File: src/rtl/mem_pkg.sv
// Shared funct3 codes, FSM state type and byte-lane constants for the load/store unit.
package mem_pkg;

  localparam logic [2:0] F3_LB  = 3'b000;
  localparam logic [2:0] F3_LH  = 3'b001;
  localparam logic [2:0] F3_LW  = 3'b010;
  localparam logic [2:0] F3_LBU = 3'b100;
  localparam logic [2:0] F3_LHU = 3'b101;
  localparam logic [2:0] F3_SB  = 3'b000;
  localparam logic [2:0] F3_SH  = 3'b001;
  localparam logic [2:0] F3_SW  = 3'b010;

  localparam logic [1:0] SZ_BYTE = 2'b00;
  localparam logic [1:0] SZ_HALF = 2'b01;
  localparam logic [1:0] SZ_WORD = 2'b10;

  // Big-endian lanes: byte offset 0 lives in bits [31:24] and be[3].
  localparam logic [3:0] BE_BYTE0 = 4'b1000;
  localparam logic [3:0] BE_HALF0 = 4'b1100;
  localparam logic [3:0] BE_HALF1 = 4'b0011;
  localparam logic [3:0] BE_WORD  = 4'b1111;

  typedef enum logic [1:0] {
    ST_IDLE = 2'd0,
    ST_REQ  = 2'd1,
    ST_RESP = 2'd2
  } state_t;

  function automatic logic f3_legal(input logic store, input logic [2:0] f3);
    case (f3)
      F3_LB, F3_LH, F3_LW: return 1'b1;
      F3_LBU, F3_LHU:      return !store;
      default:             return 1'b0;
    endcase
  endfunction

  function automatic logic [31:0] align_addr(input logic [2:0] f3, input logic [31:0] addr);
    case (f3[1:0])
      SZ_HALF: return {addr[31:1], 1'b0};
      SZ_WORD: return {addr[31:2], 2'b00};
      default: return addr;
    endcase
  endfunction

  function automatic logic is_misaligned(input logic [2:0] f3, input logic [1:0] off);
    case (f3[1:0])
      SZ_HALF: return off[0];
      SZ_WORD: return off != 2'b00;
      default: return 1'b0;
    endcase
  endfunction

endpackage

File: src/rtl/mem_lane_fmt.sv
// Combinational byte-lane formatter: store byte enables/replication and load extraction.
module mem_lane_fmt
  import mem_pkg::*;
(
  input  logic [1:0]  i_st_size,
  input  logic [1:0]  i_st_off,
  input  logic [31:0] i_st_data,
  input  logic [2:0]  i_ld_funct3,
  input  logic [1:0]  i_ld_off,
  input  logic [31:0] i_ld_rdata,
  output logic [3:0]  o_be,
  output logic [31:0] o_st_wdata,
  output logic [31:0] o_ld_data
);

  logic [7:0]  w_ld_byte;
  logic [15:0] w_ld_half;
  logic        w_ld_sext;

  always_comb begin
    o_be       = BE_WORD;
    o_st_wdata = i_st_data;
    case (i_st_size)
      SZ_BYTE: begin
        o_be       = BE_BYTE0 >> i_st_off;
        o_st_wdata = {4{i_st_data[7:0]}};
      end
      SZ_HALF: begin
        o_be       = i_st_off[1] ? BE_HALF1 : BE_HALF0;
        o_st_wdata = {2{i_st_data[15:0]}};
      end
      default: ;
    endcase
  end

  always_comb begin
    w_ld_byte = i_ld_rdata[7:0];
    case (i_ld_off)
      2'd0:    w_ld_byte = i_ld_rdata[31:24];
      2'd1:    w_ld_byte = i_ld_rdata[23:16];
      2'd2:    w_ld_byte = i_ld_rdata[15:8];
      default: w_ld_byte = i_ld_rdata[7:0];
    endcase
    w_ld_half = i_ld_off[1] ? i_ld_rdata[15:0] : i_ld_rdata[31:16];
    // funct3[2] set means the unsigned variant.
    w_ld_sext = !i_ld_funct3[2];
    case (i_ld_funct3[1:0])
      SZ_BYTE: o_ld_data = {{24{w_ld_sext & w_ld_byte[7]}}, w_ld_byte};
      SZ_HALF: o_ld_data = {{16{w_ld_sext & w_ld_half[15]}}, w_ld_half};
      default: o_ld_data = i_ld_rdata;
    endcase
  end

endmodule

File: src/rtl/mem_access_unit.sv
// Load/store unit: one outstanding RV32 memory op, big-endian lanes, bus timeout.
// Define MISALIGN_TRAP_EN to trap misaligned half/word accesses instead of aligning them.
module mem_access_unit
  import mem_pkg::*;
#(
  parameter int TIMEOUT_CYCLES = 16
) (
  input  logic        clk,
  input  logic        rst_n,
  input  logic        ex_valid,
  output logic        ex_ready,
  input  logic        ex_store,
  input  logic [2:0]  ex_funct3,
  input  logic [31:0] ex_addr,
  input  logic [31:0] ex_wdata,
  input  logic [4:0]  ex_rd,
  output logic        mem_req,
  output logic        mem_we,
  output logic [31:0] mem_addr,
  output logic [3:0]  mem_be,
  output logic [31:0] mem_wdata,
  input  logic        mem_ack,
  input  logic [31:0] mem_rdata,
  output logic        wb_valid,
  output logic [4:0]  wb_rd,
  output logic [31:0] wb_data,
  output logic        misalign,
  output logic        bus_err,
  output logic        illegal_op,
  output logic [31:0] err_addr
);

  // state | meaning
  // IDLE  | ex_ready high, waiting for an op
  // REQ   | mem_req held stable, timeout counter running down
  // RESP  | load result on wb_* for exactly one cycle

  localparam int CNT_W = $clog2(TIMEOUT_CYCLES + 1);

  state_t             r_state;
  logic               r_store;
  logic [2:0]         r_funct3;
  logic [31:0]        r_addr;
  logic [4:0]         r_rd;
  logic [CNT_W-1:0]   r_cnt;
  logic               r_mem_req;
  logic               r_mem_we;
  logic [31:0]        r_mem_addr;
  logic [3:0]         r_mem_be;
  logic [31:0]        r_mem_wdata;
  logic               r_wb_valid;
  logic [4:0]         r_wb_rd;
  logic [31:0]        r_wb_data;
  logic               r_misalign;
  logic               r_bus_err;
  logic               r_illegal_op;
  logic [31:0]        r_err_addr;

  logic               w_legal;
  logic               w_trap;
  logic [31:0]        w_addr_eff;
  logic [3:0]         w_be;
  logic [31:0]        w_st_wdata;
  logic [31:0]        w_ld_data;

  assign w_legal    = f3_legal(ex_store, ex_funct3);
  assign w_addr_eff = align_addr(ex_funct3, ex_addr);

`ifdef MISALIGN_TRAP_EN
  assign w_trap = is_misaligned(ex_funct3, ex_addr[1:0]);
`else
  assign w_trap = 1'b0;
`endif

  mem_lane_fmt u_lane_fmt (
    .i_st_size   (ex_funct3[1:0]),
    .i_st_off    (w_addr_eff[1:0]),
    .i_st_data   (ex_wdata),
    .i_ld_funct3 (r_funct3),
    .i_ld_off    (r_addr[1:0]),
    .i_ld_rdata  (mem_rdata),
    .o_be        (w_be),
    .o_st_wdata  (w_st_wdata),
    .o_ld_data   (w_ld_data)
  );

  always_ff @(posedge clk or negedge rst_n) begin
    if (!rst_n) begin
      r_state      <= ST_IDLE;
      r_store      <= 1'b0;
      r_funct3     <= 3'b000;
      r_addr       <= '0;
      r_rd         <= '0;
      r_cnt        <= '0;
      r_mem_req    <= 1'b0;
      r_mem_we     <= 1'b0;
      r_mem_addr   <= '0;
      r_mem_be     <= '0;
      r_mem_wdata  <= '0;
      r_wb_valid   <= 1'b0;
      r_wb_rd      <= '0;
      r_wb_data    <= '0;
      r_misalign   <= 1'b0;
      r_bus_err    <= 1'b0;
      r_illegal_op <= 1'b0;
      r_err_addr   <= '0;
    end else begin
      r_wb_valid   <= 1'b0;
      r_misalign   <= 1'b0;
      r_bus_err    <= 1'b0;
      r_illegal_op <= 1'b0;
      case (r_state)
        ST_IDLE: begin
          if (ex_valid) begin
            if (!w_legal) begin
              r_illegal_op <= 1'b1;
            end else if (w_trap) begin
              r_misalign <= 1'b1;
              r_err_addr <= ex_addr;
            end else begin
              r_store     <= ex_store;
              r_funct3    <= ex_funct3;
              r_addr      <= w_addr_eff;
              r_rd        <= ex_rd;
              r_cnt       <= CNT_W'(TIMEOUT_CYCLES);
              r_mem_req   <= 1'b1;
              r_mem_we    <= ex_store;
              r_mem_addr  <= {w_addr_eff[31:2], 2'b00};
              r_mem_be    <= w_be;
              r_mem_wdata <= ex_store ? w_st_wdata : '0;
              r_state     <= ST_REQ;
            end
          end
        end
        ST_REQ: begin
          // An ack in the final counted cycle still completes normally.
          if (mem_ack) begin
            r_mem_req <= 1'b0;
            r_mem_we  <= 1'b0;
            if (r_store) begin
              r_state <= ST_IDLE;
            end else begin
              r_wb_valid <= 1'b1;
              r_wb_rd    <= r_rd;
              r_wb_data  <= w_ld_data;
              r_state    <= ST_RESP;
            end
          end else if (r_cnt == CNT_W'(1)) begin
            r_mem_req  <= 1'b0;
            r_mem_we   <= 1'b0;
            r_bus_err  <= 1'b1;
            r_err_addr <= r_addr;
            r_state    <= ST_IDLE;
          end else begin
            r_cnt <= r_cnt - CNT_W'(1);
          end
        end
        ST_RESP: r_state <= ST_IDLE;
        default: r_state <= ST_IDLE;
      endcase
    end
  end

  assign ex_ready   = (r_state == ST_IDLE);
  assign mem_req    = r_mem_req;
  assign mem_we     = r_mem_we;
  assign mem_addr   = r_mem_addr;
  assign mem_be     = r_mem_be;
  assign mem_wdata  = r_mem_wdata;
  assign wb_valid   = r_wb_valid;
  assign wb_rd      = r_wb_rd;
  assign wb_data    = r_wb_data;
  assign misalign   = r_misalign;
  assign bus_err    = r_bus_err;
  assign illegal_op = r_illegal_op;
  assign err_addr   = r_err_addr;

endmodule

File: config.mk
export PLATFORM = sky130hd
export DESIGN_NAME = mem_access_unit
export DESIGN_NICKNAME = d
export VERILOG_FILES = /design/src/rtl/mem_pkg.sv /design/src/rtl/mem_lane_fmt.sv /design/src/rtl/mem_access_unit.sv
export SDC_FILE = /design/constraint.sdc
export NUM_CORES = 1
export LEC_CHECK = 0
export ABC_AREA = 1
export BUFFER_PORTS_ARGS = -buffer_cell sky130_fd_sc_hd__buf_2
export CORE_ASPECT_RATIO = 1.5
export CORE_UTILIZATION = 55
export CTS_CLUSTER_SIZE = 20
export DETAILED_ROUTE_END_ITERATION = 6
export PLACE_DENSITY = 0.86
export SETUP_SLACK_MARGIN = 0.05
export SYNTH_ARGS = -nofsm -noshare
export SYNTH_HDL_FRONTEND = slang
export SYNTH_SLANG_ARGS = --single-unit
File: constraint.sdc
create_clock -name clk -period 2.2 [get_ports clk]
set_input_delay 0.22 -clock clk [delete_from_list [all_inputs] [get_ports clk]]
set_output_delay 0.22 -clock clk [all_outputs]
set_load 0.1 [all_outputs]
## Word-level counts from Yosys, hierarchy flattened

Index checks and enable logic that the tools add are counted.
W data, S select, Z words.

| word-level totals | value |
|---|---|
| bits in registers | 188 |
| input bits | 109 |
| output and inout port bits | 144 |
| logic and storage cells | 92 |

| cells by class | value |
|---|---|
| $add $sub $neg | 1 |
| equal/unequal tests | 16 |
| shift operators | 1 |
| mux-type cells | 37 |
| bitwise gates (word level) | 4 |
| reduce and logical (&&, ||, !) cells | 16 |

Operators with widths:

| operator | number |
|---|---|
| $pmux W32 S2 | 2 |
| $mux W32 | 1 |
| $pmux W8 S3 | 1 |
| $mux W5 | 4 |
| $mux W16 | 1 |
| $mux W1 | 15 |
| $reduce_and A3 Y1 | 4 |
| $mux W2 | 5 |
| $pmux W5 S2 | 1 |
| $eq A2 B1 Y1 const B | 4 |
| $logic_not A2 Y1 | 4 |
| $pmux W2 S2 | 2 |
| $pmux W4 S2 | 1 |
| $eq A3 B3 Y1 const B | 2 |
| $ne A2 B2 Y1 const B | 3 |
| $pmux W1 S2 | 3 |
| $eq A5 B1 Y1 const B | 1 |
| $reduce_and A5 Y1 | 1 |
| $sub A5 B1 Y5 const B | 1 |
| $eq A2 B2 Y1 const B | 2 |
| $mux W4 | 1 |
| $reduce_and A4 Y1 | 1 |
| $shr A4 B2 Y4 const A | 1 |
| $eq A3 B1 Y1 const B | 1 |
| 10 further kinds | 13 |

## Longest topological paths before layout

| depth | value |
|---|---|
| word-level depth | 6 |
| gate-level depth with buffers | 9 |

## By module

A second synthesis with hierarchy kept.

| second synthesis, totals | value |
|---|---|
| cell total of the unflattened synthesis | 978 |
| area total of the unflattened synthesis | 7706.1 um^2 |

Modules (own cells, without submodules):

| module | instances | cells each | area each (um^2) | sequential area each (um^2) |
|---|---|---|---|---|
| mem_access_unit | 1 | 732 | 6497.5 | 3953.8 |
| mem_lane_fmt | 1 | 246 | 1208.7 | 0.0 |

## Least setup slack after synthesis

No wires, ideal clock.

| timing | value |
|---|---|
| path type | flip-flop to flip-flop |
| start point | register r_state[0] |
| end point | register r_mem_be[2], in the netlist mem_be[2] |
| arrival | 1.933 ns |
| data required time | 2.080 ns |
| slack | 0.147 ns |
| stages on the path, launching flop included | 9 |
| period minus slack after synthesis | 2.053 ns |
| cells stage by stage | dfrtp_1 -> inv_1 -> nand2_1 -> inv_1 -> nand4_4 -> buf_4 -> buf_2 -> nand2_1 -> nand2_1 |

| on the way | value |
|---|---|
| cells in the longest elaborated chain, start to end | 2 |

Ends and longest elaborated chain:

| what | RTL line | text |
|---|---|---|
| start, declared | mem_access_unit.sv:40 | `state_t r_state;` |
| start signal, assigned | mem_access_unit.sv:89 | `r_state <= ST_IDLE;` |
| start signal, assigned | mem_access_unit.sv:131 | `r_state <= ST_REQ;` |
| start signal, assigned | mem_access_unit.sv:141 | `r_state <= ST_IDLE;` |
| $logic_not A2 Y1 | -- |  |
| named net ex_ready | mem_access_unit.sv:11 | `output logic ex_ready,` |
| $reduce_and A3 Y1 (no line) | -- |  |
| end signal, assigned | mem_access_unit.sv:129 | `r_mem_be <= w_be;` |
| end, declared | mem_access_unit.sv:49 | `logic [3:0] r_mem_be;` |

The timed path passes the listed nets, and every way through them passes these cells.
A chain may end at the register's enable or synchronous reset.

## Worst setup path in the final report

| timing | value |
|---|---|
| start point | register r_state[1] |
| end point | output ex_ready |

| on the way | value |
|---|---|
| cells in the longest elaborated chain, start to end | 1 |

Ends and longest elaborated chain:

| what | RTL line | text |
|---|---|---|
| $logic_not A2 Y1 | mem_access_unit.sv:164 | `assign ex_ready = (r_state == ST_IDLE);` |
| end, declared | mem_access_unit.sv:11 |  |

No other way between the ends.

==> metrics.txt <==
status=finished, final reports clean; Crit. End Element=output port; Synth Area in Compound Gates=0.08956; CTS sink count=158; Worst Path Required=1.98 ns; xor and xnor area share after synthesis=0.003542; Netlist cell types=26; DR iter-0 viols=369; Sequential Area=3954 µm²; vias in the first global route=6747; # DRC=0; Post-Syn Instances=926; Post-Synth Adder-Cell Area=0.008433; gr usage total=0.3005; simple-gate share of the synthesized area=0.2761; H-tree depth=4; RSZ-0062 raised after global routing=no; I/O Buffers=249; Root Driver=clkbuf_16; Final Skew=0.01293 ns; setup TNS=0 ns; largest net degree at the start of global routing=93; share of cells above drive strength 1=0.2796; final WL=20900 µm; core area=13080 µm²; fin crit period=1.782 ns; max_cap viols=0; Pre-antenna DRT Iters=5; first-pass GRT wire length=32890 µm; RR Startpoint=r_cnt[1]; Slew Viols, Final=0; CTS Buffer Depth=2; fin crit share=0.8098; post-synthesis register bit count=158; CP startpoint kind=flip-flop; Area Growth Syn to Fin=28.32%; DR WL/cell=15.54 µm; Crit Path Class=reg -> out; Post-CTS Setup Inserts=0; final-report hold violation count=0; FILL cells=1013; pin slew with the least headroom to its limit=0.5913 ns; post-synthesis mux area share=0; gpl congestion=0.8687; global route total overflow=0; hold path startpoint=ex_addr[3]; Worst EP arrival=1.56 ns; Die X=96.83 µm; Die Y=144.2 µm; clock-pin transition on the worst setup and hold timing paths=0.07 ns; # IOs=253; TritonCTS Buffers=17; setup violators final=0; Multi-input gate area=2815 µm²; Syn Area/Cell=8.011 µm²; initial antenna violation count=4; FMAX=561.3 MHz; Crit Path Max Fanout=3; vias per cell=5.259; clk_lat worst skew=0.42 ns; synthesized area=7418 µm²; via count=7074; synth warn=0; CTS tree=built; Slew headroom=0.6058; largest family of logic cells by synthesized area=simple AND/OR/NAND/NOR gates; Layout Nets=1285; worst min path class=in -> reg; Layout Utilization=0.7277; DP HPWL=14030 µm; Starting Density=0.5671; register area share after synthesis=0.5330; Die ar.=13970 µm²; CP startpoint=r_state[1]; Rows=51; number of nets with antenna violations after routing=0
## flip-flops by register name, summed over array words and instances (netlist names), 2 cells and up
register	cells
err_addr	32
mem_be	4
mem_wdata	32
r_addr	31
r_cnt	5
r_funct3	3
r_rd	5
r_state	2
wb_data	32
wb_rd	5
## cell type report
cell class                 instances  share of cell area
sequential                       158              0.4154
tap                              159             0.02090
multi-input combinational        637              0.2957
timing repair buffer             302              0.1857
inverter                          55             0.02169
clock buffer                      18             0.04508
clock inverter                    14             0.01498
antenna                            2           0.0005258
## synth_stat cells
cell,count,area [µm²]
and2_0,1,6.260
inv_1,52,195.2
buf_1,2,7.510
dfrtp_1,158,3954
nand3_1,42,210.2
o211ai_1,23,172.7
nand4_4,1,21.27
nor2_1,34,127.6
buf_4,34,255.2
or2_2,23,143.9
conb_1,1,3.750
xor2_1,3,26.28
nand2_1,399,1498
a21oi_1,36,180.2
nand4_1,2,12.51
clkinv_1,1,3.750
o22ai_1,1,6.260
ha_1,5,62.56
o21ai_1,3,15.01
clkbuf_1,16,60.06
nand2_2,1,6.260
inv_2,2,7.510
buf_2,25,125.1
clkbuf_2,1,5.000
nor2_4,2,22.52
o21ai_0,58,290.3
## metal layers
metal	wire length, µm	vias up	global-route usage
li1	-	3374	-
met2	10690	372	0.5230
met5	14	-	0
met1	7603	3248	0.3404
met4	1070	2	0.1712
met3	1526	78	0.06960
## kinds of logic after synthesis
group,Yosys count
buffers and inverters,133
other,1
adder cells (fa/ha/maj),5
flip-flops,158
AND/OR/NAND/NOR,505
AO/OA/AOI/OAI,121
XOR/XNOR,3
## worst paths after layout
kind / slack, ns / to / depth (start not counted)
min in group asynchronous: 0.32 / mem_wdata[30] / 2
max in group asynchronous: 1.16 / r_cnt[3] / 3
hold reg to reg: 0.46 / wb_rd[4] / 2
setup reg to reg: 0.50 / err_addr[23] / 9
hold / removal: 0.01 / r_addr[3] / 3
setup / recovery: 0.42 / ex_ready / 4
## worst max-delay path, cell delays in order (launching register included)
cell and delay, ns:
dfrtp_1 0.42, inv_1 0.08, nand2_1 0.05, inv_1 0.14, buf_2 0.46
## cell usage in the layout, fill, tap and decap left out, types with 2 or more instances in the layout
cell,Yosys,layout
nand2_1,399,399
buf_2,25,248
dfrtp_1,158,158
o21ai_0,58,58
inv_1,52,52
nand3_1,42,42
a21oi_1,36,36
nor2_1,34,33
dlygate4sd3_1,0,32
or2_2,23,23
o211ai_1,23,23
buf_4,34,18
clkbuf_16,0,17
inv_6,0,6
ha_1,5,5
inv_8,0,5
o21ai_1,3,3
xor2_1,3,3
conb_1,1,3
buf_12,0,3
diode_2,0,2
nor2_4,2,2
nand4_1,2,2
inv_2,2,2
clkinv_4,0,2
## stage by stage
step / instance area (µm²) / hold slack [ns] / cells / worst slack, ns
2_1_floorplan: 7426 / -0.07559 / 928 / 0.1470
5_1_grt: 9519 / 0.01257 / 1345 / 0.3505
4_1_cts: 9514 / 0.00007655 / 1343 / 0.4052
3_3_place_gp: 8622 / 0.2309 / 1279 / 0.3628
3_5_place_dp: 8622 / 0.2409 / 1279 / 0.2877
6_report: 9519 / 0.01262 / 1345 / 0.4185
## timing repair
item                      in CTS  in global routing
hold endpoints to repair      87                  0
gates resized for setup        0                  0
hold buffers                  32                  0
Power is left out: the tool's default activity adds up to more than one toggle a clock period on the data nets, which glitch-free logic cannot reach.
